===== config.mk =====
export PLATFORM = sky130hd
export DESIGN_NAME = regfile_sb
export DESIGN_NICKNAME = d
export VERILOG_FILES = /design/src/rtl/regfile_sb.sv
export SDC_FILE = /design/constraint.sdc
export NUM_CORES = 1
export LEC_CHECK = 0
export CAP_MARGIN = 20
export CELL_PAD_IN_SITES_DETAIL_PLACEMENT = 0
export CELL_PAD_IN_SITES_GLOBAL_PLACEMENT = 1
export CORE_MARGIN = 2
export CORE_UTILIZATION = 51
export DETAILED_ROUTE_END_ITERATION = 10
export HOLD_SLACK_MARGIN = 0.02
export PLACE_DENSITY = 0.82
export SYNTH_ARGS = -nofsm -noshare
export SYNTH_HDL_FRONTEND = slang
export SYNTH_SLANG_ARGS = --single-unit
export TNS_END_PERCENT = 5

===== constraint.sdc =====
create_clock -name clock -period 10 [get_ports clock]
set_clock_uncertainty 0.2 [all_clocks]
set_input_delay 1.5 -clock clock [delete_from_list [all_inputs] [get_ports clock]]
set_output_delay 1.5 -clock clock [all_outputs]
set_load 0.1 [all_outputs]

===== src/rtl/regfile_sb.sv =====
// regfile_sb: multi-read-port register file with a per-register busy bit
// (scoreboard) for tracking pending writes.
// Register 0 is hardwired to zero and is never busy.
// Optional feature: define REGFILE_SB_BYPASS_EN to forward same-cycle write
// data and busy-clear to the read ports and to the reservation stall check.
module regfile_sb #(
  parameter int N  = 16,
  parameter int R  = 3,
  parameter int NR = 2
) (
  input  logic            clock,
  input  logic            reset,
  input  logic            we,
  input  logic [R-1:0]    wa,
  input  logic [N-1:0]    wd,
  input  logic [NR*R-1:0] ra,
  output logic [NR*N-1:0] rd,
  output logic [NR-1:0]   rd_busy,
  input  logic            rsv_en,
  input  logic [R-1:0]    rsv_addr,
  output logic            rsv_stall
);

  localparam int DEPTH = 1 << R;

  logic [N-1:0]     regs_r [DEPTH];
  logic [DEPTH-1:0] busy_r;
  logic [DEPTH-1:0] busy_nxt_s;
  logic             wr_s;
  logic             rsv_acc_s;

  // Write and reservation qualification; register 0 ignores both.
  always_comb begin
    wr_s = we && (wa != '0);
`ifdef REGFILE_SB_BYPASS_EN
    // A write to the same register this cycle frees it, so do not stall.
    rsv_stall = rsv_en && (rsv_addr != '0) && busy_r[rsv_addr] &&
                !(we && (wa == rsv_addr));
`else
    rsv_stall = rsv_en && (rsv_addr != '0) && busy_r[rsv_addr];
`endif
    rsv_acc_s = rsv_en && (rsv_addr != '0) && !rsv_stall;
  end

  // Next busy state: an accepted reservation beats a same-cycle write clear.
  always_comb begin
    busy_nxt_s = '0;
    for (int j = 1; j < DEPTH; j++) begin
      if (rsv_acc_s && (rsv_addr == R'(j))) begin
        busy_nxt_s[j] = 1'b1;
      end else if (wr_s && (wa == R'(j))) begin
        busy_nxt_s[j] = 1'b0;
      end else begin
        busy_nxt_s[j] = busy_r[j];
      end
    end
  end

  // Register storage; register 0 is only ever loaded with zero by reset.
  always_ff @(posedge clock or posedge reset) begin
    if (reset) begin
      for (int k = 0; k < DEPTH; k++) begin
        regs_r[k] <= '0;
      end
    end else if (wr_s) begin
      regs_r[wa] <= wd;
    end
  end

  // Busy-bit storage.
  always_ff @(posedge clock or posedge reset) begin
    if (reset) begin
      busy_r <= '0;
    end else begin
      busy_r <= busy_nxt_s;
    end
  end

  // Combinational read ports with zero register and optional forwarding.
  always_comb begin
    rd      = '0;
    rd_busy = '0;
    for (int i = 0; i < NR; i++) begin
      if (ra[i*R +: R] == '0) begin
        rd[i*N +: N] = '0;
        rd_busy[i]   = 1'b0;
      end
`ifdef REGFILE_SB_BYPASS_EN
      // Forwarding is suppressed while reset holds the file at zero.
      else if (wr_s && !reset && (wa == ra[i*R +: R])) begin
        rd[i*N +: N] = wd;
        rd_busy[i]   = 1'b0;
      end
`endif
      else begin
        rd[i*N +: N] = regs_r[ra[i*R +: R]];
        rd_busy[i]   = busy_r[ra[i*R +: R]];
      end
    end
  end

endmodule

Word-level counts from Yosys, hierarchy flattened

Cells that the tools add are included.

Register bits: 135
Input port bits: 32
Output and inout bits: 35
Logic and storage cells: 103

$lt $le $gt $ge: 7
Eq/ne operators: 14
Mux-type cells: 33
Bitwise gates (word level): 3
Reductions and logical operators: 31

Operator list:

| kind                                                      | number |
|---|---|
| bitwise mux 128 bit                                       | 1 |
| two-way mux 16 bit                                        | 7 |
| binary-select mux 16 bit (select 3 bit)                   | 2 |
| demux 16 bit (select 3 bit)                               | 1 |
| equality test 3 bit (second input constant)               | 8 |
| logical AND 1 bit                                         | 19 |
| two-way mux 1 bit                                         | 19 |
| nonzero test 2 bit                                        | 7 |
| equality test 3 x 2 -> 1 bit (second input constant)      | 4 |
| greater-or-equal comparator 4 bit (second input constant) | 3 |
| < comparator 3 x 4 -> 1 bit (second input constant)       | 3 |
| inverter 3 -> 4 bit                                       | 3 |
| binary-select mux 1 bit (select 3 bit)                    | 3 |
| equality test 3 x 1 -> 1 bit (second input constant)      | 2 |
| zero test 3 bit                                           | 2 |
| nonzero test 3 bit                                        | 2 |
| < comparator 4 x 1 -> 1 bit (second input constant)       | 1 |
| zero test 1 bit                                           | 1 |

Logic depth before layout (Yosys ltp)

Gate-level depths: netlist (run 1).

Depth after elaboration: 7
Mapped depth: 6
Mapped depth without buffers: 3

Worst setup path before layout (run 1)

OpenSTA, ideal clock, no wires.

Path type: input port to output port
Start point: input port ra[4]
End point: output port rd[25]
Data arrival time: 4402 ps
Data required time: 8300 ps
Path slack: 3898 ps
Stages on the path: 4
Buffers on the path: 2
Path through: buf_2 buf_2 o221ai_1 a221oi_1

Cells in the longest elaborated chain, start to end: 5
Elaborated cells on any way between the ends: 6
Classes of those cells: mux: 4; bitwise: 1; reduce/logical: 1

RTL lines:

| element                                               | RTL line | source |
|---|---|---|
| start: declaration                                    | 16       | `input logic [NR*R-1:0] ra,` |
| inverter 3 -> 4 bit (implied by the code)             | 96       | `rd[i*N +: N] = regs_r[ra[i*R +: R]];` |
| binary-select mux 16 bit (select 3 bit)               | 96       |  |
| two-way mux 16 bit (implied by the code) (2 in a row) | 96       |  |
| two-way mux 16 bit *                                  | 84       | `if (ra[i*R +: R] == '0) begin` |
| end: declaration                                      | 17       | `output logic [NR*N-1:0] rd,` |

Every way passes the cells marked *; elsewhere a longest branch is shown, timed or not. The select of a mux whose other input is x is not followed.

Worst setup path after layout (run 1)

Start point: input port ra[1]
End point: output port rd[10]

The elaborated chain is that of the path after synthesis.

==> parameters.txt, run 1 <==
Parameter                              Value

Run status
  Status ... complete, no violations

Worst setup path
  Worst EP arrival ... between 4 and 5 ns
  Count of cells along the worst register-to-register path ... 1
  Worst Path Required ... a little over 8 ns
  CP startpoint kind ... primary input
  Critical path capture point type ... output pin
  Type of the setup path with the least slack ... primary input to output pin
  Worst-path maximum fanout ... 39

Yosys
  Average footprint of a synthesized cell ... about 14 µm²
  Netlist cell types ... 36
  Ys Warns ... 0
  Synthesized netlist net count ... between 500 and 600
  Register bit count reported by yosys ... 119
  Post-synthesis instance area ... ~6800 µm²
  Sequential element share of the synthesized area ... 0.441
  Number of standard cells after synthesis ... slightly below 500

Timing
  Relative slew slack ... 0.236
  RSZ-0062 raised after global routing ... no
  Final Cycle Share ... 0.653
  Final Hold Viols ... 0
  Clock period minus worst slack ... 6.53 ns
  Setup violators final ... 0
  Final TNS setup ... 0 ns
  Slack of the critical path ... roughly 3.5 ns
  Actual slew at the worst max-slew pin ... roughly 1.1 ns
  Final slew viol count ... 0
  Achievable Freq ... roughly 150 MHz

Cells and area
  Share of final-layout standard cells stronger than drive strength 1 ... 0.401
  Net count, final ... about 580
  Number of antenna repair diodes ... 0
  Syn-to-layout area delta ... 16.4%

CTS
  Setup bufs post-CTS ... 0
  Post-cts hold buffer count ... 0
  Clock latency on the worst-skew pair ... 0.42 ns
  Clock-pin slew of the registers on the worst-case setup and hold paths ... 0.05 ns
  Clock tree from TritonCTS ... yes
  Number of gates resized after cts ... 0
  Buffer type at the clock tree root ... sky130_fd_sc_hd__clkbuf_16
  Clock buffers created by TritonCTS ... 17
  Number of sinks on the clock net ... between 100 and 150
  Maximum number of buffers from clock root to sink ... 2
  H-tree depth reported by CTS ... 4

Global route
  Gr usage total ... 0.238
  Global-route wire length before repair ... between 20000 and 30000 µm
  Via count of the first global-routing pass ... 4579
  Initial antenna violation count ... 0
  Total congestion overflow after global routing ... 0
  Largest net degree at the start of global routing ... 62

Place
  Number of buffers inserted by port buffering ... between 60 and 70
  Estimated wirelength of the detail-placed design ... between 9000 and 10000 µm
  Worst setup timing slack at the placement stage ... about 3.5 ns
  Final RePlAce weighted congestion ... 0.779

Route
  Metal2 WL ... 7830 µm
  Final routed DRC violation total ... 0
  Number of search-and-repair iterations in the first detailed-routing pass ... 4
  Aggregate routed wire length ... approximately 16000 µm
  Average vias per placed instance ... 6.04
  Wire length on met1 ... a little over 7000 µm
  Vias post-DR ... 4405
  Topmost layer with routed signal wires ... met4
  DRC marker count from the first detailed-route iteration ... 365
  Antenna Violating Nets Remaining ... 0
  Wire length on met3 ... 696 µm
  Wire per inst ... ~22 µm

Pwr
  Total design power ... roughly 1.8 mW
  Worst vdd rail ir drop ... around 0.14 mV
  Power density over the cells ... 231 nW/µm²
  Leakage ... 3.29 nW
  P_sw ... between 0.6 and 0.7 mW
  Logic pwr share ... 0.339
  Pint ... around 1.2 mW
  Switching power as a share of total power ... 0.356
  Fraction of power consumed by sequential logic ... 0.373
  Part of the total power dissipated in the clock network ... 0.287

Die
  Placeable core region ... between 10000 and 15000 µm²
  Count of pins on the block boundary ... 67
  Standard-cell row count ... 42
  Floorplan die height ... 119 µm
  Die width ... roughly 120 µm
  Die ar. ... 14200 µm²
  Initial standard-cell utilization of the core ... 0.516

Hold path
  Hold-critical path depth ... 1
  Path category of the worst min-delay check ... register to register

Run
  Number of max-cap violations ... 0
power groups by stage:
stage / combinational [mW] / clock, mW / sequential, mW
after floorplan: 0.508 / 0 / 0.652
after global placement: 0.609 / 0 / 0.671
after detailed placement: 0.617 / 0 / 0.682
final: 0.617 / 0.522 / 0.679
after global routing: 0.649 / 0.552 / 0.693
after CTS: 0.621 / 0.531 / 0.676
layout by cell type, fill, tap and decap left out, types with 2 or more instances in the layout:
cell type and n:
sky130_fd_sc_hd__o31ai_1 7, sky130_fd_sc_hd__and4bb_1 3, sky130_fd_sc_hd__a31oi_1 2, sky130_fd_sc_hd__buf_2 4
sky130_fd_sc_hd__a22oi_1 20, sky130_fd_sc_hd__nand2_1 33, sky130_fd_sc_hd__a21oi_1 12, sky130_fd_sc_hd__inv_1 13
sky130_fd_sc_hd__clkbuf_1 3, sky130_fd_sc_hd__o21ai_1 6, sky130_fd_sc_hd__buf_4 8, sky130_fd_sc_hd__clkbuf_16 17
sky130_fd_sc_hd__mux2_2 117, sky130_fd_sc_hd__nor2b_2 2, sky130_fd_sc_hd__clkbuf_8 2, sky130_fd_sc_hd__clkdlybuf4s50_1 62
sky130_fd_sc_hd__mux4_2 33, sky130_fd_sc_hd__a221oi_1 11, sky130_fd_sc_hd__o21ai_0 17, sky130_fd_sc_hd__mux2_4 27
sky130_fd_sc_hd__mux2_1 2, sky130_fd_sc_hd__nand4b_4 3, sky130_fd_sc_hd__mux2i_1 5, sky130_fd_sc_hd__dfrtp_1 119
sky130_fd_sc_hd__nand2b_1 7, sky130_fd_sc_hd__clkinv_2 6
final cells by class:
type,count,area (µm²)
fill,1040,5230
multi-input combinational,318,3410
sequential,119,2980
timing repair buffer,74,701
clock buffer,22,464
tap,176,220
inverter,14,55.1
clock inverter,6,30.0
per-stage QoR:
step / area [µm²] / utilization / hold slack (ns) / std cells
after floorplan: 6750 / - / 0.276 / 491
after global placement: 7370 / 0.563 / 0.291 / 701
after detailed placement: 7370 / 0.563 / 0.310 / 701
after CTS: 7860 / 0.601 / 0.321 / 729
after global routing: 7860 / 0.601 / 0.340 / 729
final: 7860 / 0.601 / 0.320 / 729
per-layer routing:
| layer | track usage | up-vias |
|---|---|---|
| met1 | 0.332 | 2293 |
| met2 | 0.374 | 125 |
| met4 | 0.0677 | 0 |
| met3 | 0.0594 | 22 |
| met5 | 0 | - |
| li1 | - | 1965 |
worst max-delay path, stage by stage:
cell	delay, ns
sky130_fd_sc_hd__buf_2	0.75
sky130_fd_sc_hd__nor2b_2	0.96
sky130_fd_sc_hd__a22oi_1	0.20
sky130_fd_sc_hd__o21ai_0	0.23
sky130_fd_sc_hd__clkdlybuf4s50_1	1.17
logic make-up after synthesis:
logic type / Yosys count / share of synthesized area
muxes: 184 / 0.376
AOI/OAI and AO/OA: 80 / 0.0784
and+or+nand+nor: 54 / 0.0510
buffers and inverters: 54 / 0.0536
DFF: 119 / 0.441
synthesized netlist by cell type:
| library cell | number | area (µm²) |
|---|---|---|
| sky130_fd_sc_hd__a21o_1 | 1 | 7.51 |
| sky130_fd_sc_hd__buf_2 | 13 | 65.1 |
| sky130_fd_sc_hd__mux2_4 | 27 | 405 |
| sky130_fd_sc_hd__and4bb_1 | 3 | 37.5 |
| sky130_fd_sc_hd__buf_1 | 2 | 7.51 |
| sky130_fd_sc_hd__nor2b_1 | 1 | 6.26 |
| sky130_fd_sc_hd__o22ai_1 | 1 | 6.26 |
| sky130_fd_sc_hd__buf_6 | 9 | 101 |
| sky130_fd_sc_hd__nand4_4 | 1 | 21.3 |
| sky130_fd_sc_hd__buf_4 | 7 | 52.6 |
| sky130_fd_sc_hd__inv_1 | 14 | 52.6 |
| sky130_fd_sc_hd__mux4_2 | 33 | 743 |
| sky130_fd_sc_hd__o21ai_0 | 17 | 85.1 |
| sky130_fd_sc_hd__nand2_1 | 33 | 124 |
| sky130_fd_sc_hd__or3_1 | 1 | 6.26 |
| sky130_fd_sc_hd__nor2b_2 | 2 | 17.5 |
| sky130_fd_sc_hd__a31oi_1 | 2 | 12.5 |
| sky130_fd_sc_hd__mux2_2 | 117 | 1320 |
| sky130_fd_sc_hd__mux2i_1 | 5 | 50.1 |
| sky130_fd_sc_hd__clkbuf_1 | 6 | 22.5 |
| sky130_fd_sc_hd__a221oi_1 | 11 | 96.3 |
| sky130_fd_sc_hd__a22oi_1 | 20 | 150 |
| sky130_fd_sc_hd__mux2_1 | 2 | 22.5 |
| sky130_fd_sc_hd__o41ai_1 | 1 | 8.76 |
| sky130_fd_sc_hd__nand4b_4 | 3 | 71.3 |
| sky130_fd_sc_hd__buf_12 | 3 | 60.1 |
| sky130_fd_sc_hd__o221ai_1 | 1 | 8.76 |
| sky130_fd_sc_hd__a21oi_1 | 12 | 60.1 |
| sky130_fd_sc_hd__nor2_1 | 1 | 3.75 |
| sky130_fd_sc_hd__o31ai_1 | 7 | 52.6 |
| sky130_fd_sc_hd__nor3_1 | 1 | 5.00 |
| sky130_fd_sc_hd__nand2b_1 | 7 | 43.8 |
| sky130_fd_sc_hd__o221a_2 | 1 | 11.3 |
| sky130_fd_sc_hd__dfrtp_1 | 119 | 2980 |
| sky130_fd_sc_hd__nand3b_1 | 1 | 7.51 |
| sky130_fd_sc_hd__o21ai_1 | 6 | 30.0 |
path summary, 6_finish.rpt:
check	endpoint	start	slack (ns)
worst min-delay path	regs_r[66]$_DFFE_PP0P_	regs_r[66]$_DFFE_PP0P_	0.32
worst min register to register	regs_r[66]$_DFFE_PP0P_	regs_r[66]$_DFFE_PP0P_	0.32
min in group asynchronous	regs_r[40]$_DFFE_PP0P_	reset	1.38
worst max-delay path	rd[10]	ra[1]	3.47
max in group asynchronous	regs_r[88]$_DFFE_PP0P_	reset	6.92
worst max register to register	busy_r[2]$_DFFE_PP0P_	busy_r[2]$_DFFE_PP0P_	8.91
registers in the layout, summed over array words and instances, names as in the netlist:
name,count
regs_r,112
busy_r,7
(Power assumes the default switching activity.)
==> run 2, diff against run 1 <==
- CORE_UTILIZATION: 51 -> 43
- PLACE_DENSITY: 0.82 -> 0.74
- clock period: 10 -> 5.9 ns (I/O delays scaled with it)
==> parameters.txt, run 2 (synthesis results as in run 1) <==
Parameter                              Value

Die
  Floorplan die height ... 129 µm (was 119 µm)
  Standard-cell row count ... 45 (was 42)
  Die width ... 129 µm (was 119 µm)
  Placeable core region ... 15300 µm² (was 13100 µm²)
  Count of pins on the block boundary ... 67 (unchanged)
  Die ar. ... 16700 µm² (was 14200 µm²)
  Initial standard-cell utilization of the core ... 0.442 (was 0.516)

Timing
  Final TNS setup ... 0 ns (unchanged)
  Setup violators final ... 0 (unchanged)
  Achievable Freq ... about 230 MHz
  Final Hold Viols ... 0 (unchanged)
  RSZ-0062 raised after global routing ... no (unchanged)
  Clock period minus worst slack ... around 4.3 ns
  WHS ... 0.310 ns (was 0.320 ns)
  Actual slew at the worst max-slew pin ... 0.960 ns (was 1.15 ns)
  Slack of the critical path ... 1.64 ns (was 3.47 ns)
  Final slew viol count ... 0 (unchanged)
  Final Cycle Share ... 0.723
  Relative slew slack ... 0.358 (was 0.236)

Cells and area
  Commonest cells after routing, fill and taps aside ... sky130_fd_sc_hd__dfrtp_1, sky130_fd_sc_hd__mux2_2, sky130_fd_sc_hd__buf_4 (was sky130_fd_sc_hd__dfrtp_1, sky130_fd_sc_hd__mux2_2, sky130_fd_sc_hd__clkdlybuf4s50_1)
  Max FFs per register ... 112 (unchanged)
  Top reg by flops ... regs_r (unchanged)
  Non-Filler Instances ... 772 (was 729)
  Number of antenna repair diodes ... 0 (unchanged)
  Final design utilization ... 0.527 (was 0.601)
  Largest regs ... regs_r (112), busy_r (7) (unchanged)
  Net count, final ... 580 (was 576)
  Finished Cell Area ... 8040 µm² (was 7860 µm²)
  Most common cell after layout, fill and taps aside ... sky130_fd_sc_hd__dfrtp_1 (unchanged)
  Count of filler cells inserted in the layout ... 1321 (was 1040)
  Syn-to-layout area delta ... 19.1% (was 16.4%)
  Share of final-layout standard cells stronger than drive strength 1 ... 0.469 (was 0.401)

Worst setup path
  Worst Path Required ... 4.82 ns (was 8.30 ns)
  Most prevalent standard cell on the critical path ... sky130_fd_sc_hd__clkdlybuf4s50_1
  Worst EP arrival ... 3.18 ns (was 4.83 ns)
  Type of the setup path with the least slack ... primary input to output pin (unchanged)
  Top delay family on crit path ... buffers and inverters (unchanged)
  CP startpoint kind ... primary input (unchanged)
  Cell-by-cell trace of the critical path ... clkdlybuf4s50_1 > mux4_2 > o21ai_0 > a31oi_1 > clkdlybuf4s50_1 (was buf_2 > nor2b_2 > a22oi_1 > o21ai_0 > clkdlybuf4s50_1)
  Cell with the largest stage delay on the worst path ... sky130_fd_sc_hd__clkdlybuf4s50_1 (unchanged)
  Critical path capture point type ... output pin (unchanged)
  WP buf/inv ... 2 (unchanged)
  Worst-path maximum fanout ... 7 (was 39)
  Largest incremental delay on the critical path ... 0.97 ns (was 1.17 ns)

CTS
  Clock buffers created by TritonCTS ... 17 (unchanged)
  Buffer type at the clock tree root ... sky130_fd_sc_hd__clkbuf_16 (unchanged)
  Setup bufs post-CTS ... 0 (unchanged)
  H-tree depth reported by CTS ... 4 (unchanged)
  Clock tree from TritonCTS ... yes (unchanged)
  Post-cts hold buffer count ... 0 (unchanged)
  Maximum number of buffers from clock root to sink ... 2 (unchanged)
  Number of sinks on the clock net ... 119 (unchanged)
  Clock-pin slew of the registers on the worst-case setup and hold paths ... 0.05 ns (about the same)
  Number of gates resized after cts ... 0 (unchanged)
  Clock latency on the worst-skew pair ... 0.42 ns (about the same)

Global route
  Total congestion overflow after global routing ... 0 (unchanged)
  Global-route wire length before repair ... 26200 µm (was 25500 µm)
  Largest net degree at the start of global routing ... 82 (was 62)
  Via count of the first global-routing pass ... 4579 (unchanged)
  Gr usage total ... 0.210 (was 0.238)
  Initial antenna violation count ... 0 (unchanged)

Place
  # placed instances ... 739 (was 701)
  Final RePlAce weighted congestion ... 0.763 (was 0.779)
  Total cell area at the placement stage ... 7350 µm² (was 7370 µm²)
  Worst setup timing slack at the placement stage ... 1.62 ns (was 3.48 ns)
  Number of buffers inserted by port buffering ... 66 (unchanged)
  Estimated wirelength of the detail-placed design ... 9670 µm (was 9370 µm)

Run
  Number of max-cap violations ... 0 (unchanged)

Route
  Antenna Violating Nets Remaining ... 0 (unchanged)
  Final routed DRC violation total ... 0 (unchanged)
  Average vias per placed instance ... 5.67 (was 6.04)
  Number of search-and-repair iterations in the first detailed-routing pass ... 4 (unchanged)
  Aggregate routed wire length ... 16200 µm (was 16000 µm)
  DRC marker count from the first detailed-route iteration ... 311 (was 365)
  Vias post-DR ... 4378 (was 4405)
  Wire per inst ... 21.0 µm (was 22.0 µm)

Run status
  Status ... complete, no violations (unchanged)

Hold path
  Path category of the worst min-delay check ... register to register (unchanged)

Pwr
  Power density over the cells ... 416 nW/µm² (was 231 nW/µm²)
  Total design power ... 3.34 mW (was 1.82 mW)
  Leakage ... 3.43 nW (was 3.29 nW)
  Worst vdd rail ir drop ... 0.269 mV (was 0.142 mV)
run 2: area by class of cell:
class	instances	area, µm²	area share
clock buffers	23	468	0.0582
clock inverters	9	195	0.0243
inverters	14	55.1	0.00685
multi-input cells	318	3410	0.425
flip-flops and latches	119	2980	0.370
well taps	211	264	0.0328
repair buffers	78	666	0.0828
run 2: final timing paths:
check / start / to / depth (start not counted) / slack [ns]
max: rsv_addr[0] / rsv_stall / 5 / 1.64
min: regs_r[6]$_DFFE_PP0P_ / regs_r[6]$_DFFE_PP0P_ / 1 / 0.31
max reg2reg: busy_r[2]$_DFFE_PP0P_ / busy_r[2]$_DFFE_PP0P_ / 1 / 4.85
min reg2reg: regs_r[6]$_DFFE_PP0P_ / regs_r[6]$_DFFE_PP0P_ / 1 / 0.31
max in group asynchronous: reset / regs_r[30]$_DFFE_PP0P_ / 4 / 3.79
min in group asynchronous: reset / regs_r[28]$_DFFE_PP0P_ / 2 / 0.54
run 2: report_power, final:
group          switching (mW)  internal [mW]  total [mW]
clock network           0.362          0.812        1.17
logic                   0.605          0.424        1.03
registers               0.140           1.00        1.14
total                    1.11           2.24        3.34
run 2: routing by layer:
metal  global-route usage  vias up  routed length, µm
met4               0.0480        0                155
met5                    0        -                  0
li1                     -     1977                  -
met1                0.290     2295               7250
met3               0.0570       13                831
met2                0.334       93               7960
==> run 3, diff against run 2 <==
- clock period: 5.9 -> 3.58 ns (I/O delays scaled with it)
==> parameters.txt, run 3 (synthesis results as in run 1) <==
Parameter                              Value

CTS
  Number of gates resized after cts ... 0 (unchanged)
  Post-cts hold buffer count ... 0 (unchanged)
  Clock buffers created by TritonCTS ... 17 (unchanged)
  Number of sinks on the clock net ... 119 (unchanged)
  Maximum number of buffers from clock root to sink ... 2 (unchanged)
  H-tree depth reported by CTS ... 4 (unchanged)
  Clock latency on the worst-skew pair ... 0.41 ns (was 0.42 ns)
  Clock tree from TritonCTS ... yes (unchanged)
  Setup bufs post-CTS ... 0 (unchanged)
  Buffer type at the clock tree root ... sky130_fd_sc_hd__clkbuf_16 (unchanged)
  Clock-pin slew of the registers on the worst-case setup and hold paths ... 0.05 ns (about the same)

Cells and area
  Most common cell after layout, fill and taps aside ... sky130_fd_sc_hd__dfrtp_1 (unchanged)
  Finished Cell Area ... 8420 µm² (was 8040 µm²)
  Max FFs per register ... 112 (unchanged)
  Syn-to-layout area delta ... 24.7% (was 19.1%)
  Share of final-layout standard cells stronger than drive strength 1 ... 0.479 (was 0.469)
  Top reg by flops ... regs_r (unchanged)
  Final design utilization ... 0.552 (was 0.527)
  Net count, final ... 587 (was 580)
  Largest regs ... regs_r (112), busy_r (7) (unchanged)
  Non-Filler Instances ... 775 (was 772)
  Number of antenna repair diodes ... 0 (unchanged)
  Commonest cells after routing, fill and taps aside ... sky130_fd_sc_hd__dfrtp_1, sky130_fd_sc_hd__mux2_2, sky130_fd_sc_hd__buf_12 (was sky130_fd_sc_hd__dfrtp_1, sky130_fd_sc_hd__mux2_2, sky130_fd_sc_hd__buf_4)
  Count of filler cells inserted in the layout ... 1233 (was 1321)

Die
  Placeable core region ... 15300 µm² (unchanged)
  Initial standard-cell utilization of the core ... 0.442 (unchanged)
  Standard-cell row count ... 45 (unchanged)
  Count of pins on the block boundary ... 67 (unchanged)
  Die ar. ... 16700 µm² (unchanged)
  Die width ... 129 µm (unchanged)
  Floorplan die height ... 129 µm (unchanged)

Worst setup path
  Type of the setup path with the least slack ... primary input to output pin (unchanged)
  Count of cells along the worst register-to-register path ... 1 (unchanged)
  Reg-to-reg startpoint ... busy_r[2]$_DFFE_PP0P_ (unchanged)
  CP startpoint kind ... primary input (unchanged)
  Worst EP arrival ... 2.24 ns (was 3.18 ns)
  Worst Path Required ... 2.84 ns (was 4.82 ns)
  Endpoint of the worst-slack reg-to-reg timing path ... busy_r[2]$_DFFE_PP0P_ (unchanged)
  Critical path capture point type ... output pin (unchanged)
  Worst-path maximum fanout ... 17 (was 7)
  Reg-to-reg setup timing slack ... 2.52 ns (was 4.85 ns)

Pwr
  Power density over the cells ... 644 nW/µm² (was 416 nW/µm²)
  Leakage ... 3.56 nW (was 3.43 nW)
  Switching power as a share of total power ... 0.339 (was 0.331)
  Worst vdd rail ir drop ... 0.445 mV (was 0.269 mV)
  Fraction of power consumed by sequential logic ... 0.348 (was 0.341)
  Logic pwr share ... 0.360 (was 0.308)
  Total design power ... 5.42 mW (was 3.34 mW)
  Part of the total power dissipated in the clock network ... 0.292 (was 0.351)
  Pint ... 3.58 mW (was 2.24 mW)
  P_sw ... 1.84 mW (was 1.11 mW)

Route
  Vias post-DR ... 4397 (was 4378)
  Final routed DRC violation total ... 0 (unchanged)
  Aggregate routed wire length ... 16100 µm (was 16200 µm)
  Average vias per placed instance ... 5.67 (about the same)
  Number of search-and-repair iterations in the first detailed-routing pass ... 4 (unchanged)
  Antenna Violating Nets Remaining ... 0 (unchanged)
  Wire per inst ... 20.8 µm (was 21.0 µm)
  DRC marker count from the first detailed-route iteration ... 227 (was 311)

Place
  # placed instances ... 747 (was 739)
  Worst setup timing slack at the placement stage ... 0.581 ns (was 1.62 ns)
  Total cell area at the placement stage ... 7870 µm² (was 7350 µm²)
  Final RePlAce weighted congestion ... 0.801 (was 0.763)
  Estimated wirelength of the detail-placed design ... 10000 µm (was 9670 µm)
  Number of buffers inserted by port buffering ... 66 (unchanged)

Timing
  Achievable Freq ... 336 MHz
  Final Cycle Share ... 0.831
  Final slew viol count ... 0 (unchanged)
  RSZ-0062 raised after global routing ... no (unchanged)
  Final Hold Viols ... 0 (unchanged)
  Clock period minus worst slack ... about 3.0 ns
  Actual slew at the worst max-slew pin ... 0.544 ns (was 0.960 ns)
  Setup violators final ... 0 (unchanged)
  Slack of the critical path ... 0.604 ns (was 1.64 ns)
  WHS ... 0.284 ns (was 0.310 ns)
  Final TNS setup ... 0 ns (unchanged)
  Relative slew slack ... 0.636 (was 0.358)

Run status
  Status ... complete, no violations (unchanged)

Global route
  Gr usage total ... 0.205 (was 0.210)
  Initial antenna violation count ... 0 (unchanged)
  Via count of the first global-routing pass ... 4640 (was 4579)
  Largest net degree at the start of global routing ... 42 (was 82)
  Global-route wire length before repair ... 25800 µm (was 26200 µm)
  Total congestion overflow after global routing ... 0 (unchanged)

Run
  Number of max-cap violations ... 0 (unchanged)

Hold path
  Path category of the worst min-delay check ... primary input to asynchronous set/reset pin (was register to register)
[run 3: cell types whose count changed in the layout (fill, tap and decap cells not counted), sizes merged]
| cell | previous run | this run |
|---|---|---|
| buf | 50 | 58 |
| bufinv | 6 | 1 |
| clkbuf | 23 | 24 |
| clkdlybuf4s50 | 28 | 27 |
[run 3: power groups by stage]
stage | clock [mW] | sequential, mW | combinational [mW]
after detailed placement | 0 | 1.90 | 1.96
final | 1.58 | 1.89 | 1.95
after global placement | 0 | 1.87 | 1.93
after floorplan | 0 | 1.82 | 1.42
after global routing | 1.67 | 1.92 | 2.06
after CTS | 1.61 | 1.88 | 1.97
[run 3: worst max-delay path, cell delays in order]
cell,delay (ns)
sky130_fd_sc_hd__buf_2,0.42
sky130_fd_sc_hd__buf_4,0.28
sky130_fd_sc_hd__mux4_2,0.52
sky130_fd_sc_hd__nand2_1,0.08
sky130_fd_sc_hd__o21ai_0,0.16
sky130_fd_sc_hd__buf_12,0.22
[run 3: layer usage]
metal | vias to the layer above | routed length, µm | track usage
met3 | 11 | 548 | 0.0479
met4 | 0 | 155 | 0.0480
met2 | 107 | 8030 | 0.337
met1 | 2293 | 7370 | 0.279
met5 | - | 0 | 0
li1 | 1986 | - | -
[run 3: final cells by class]
cell class	instances	area [µm²]	share of cell area
timing repair buffer	85	1160	0.138
clock buffer	24	502	0.0596
multi-input combinational	318	3420	0.406
inverter	14	55.1	0.00654
clock inverter	4	45.0	0.00535
tap	211	264	0.0314
sequential	119	2980	0.354
[run 3: worst max path at each step]
stage,startpoint,endpoint,slack [ns],depth (start not counted)
after detailed placement,ra[0],rd_busy[0],0.58,6
after floorplan,ra[3],rd[28],-0.44,5
after global placement,ra[0],rd[6],0.56,6
after CTS,ra[0],rd[5],0.58,6
after global routing,ra[0],rd[5],0.47,6
final,ra[0],rd_busy[0],0.60,6
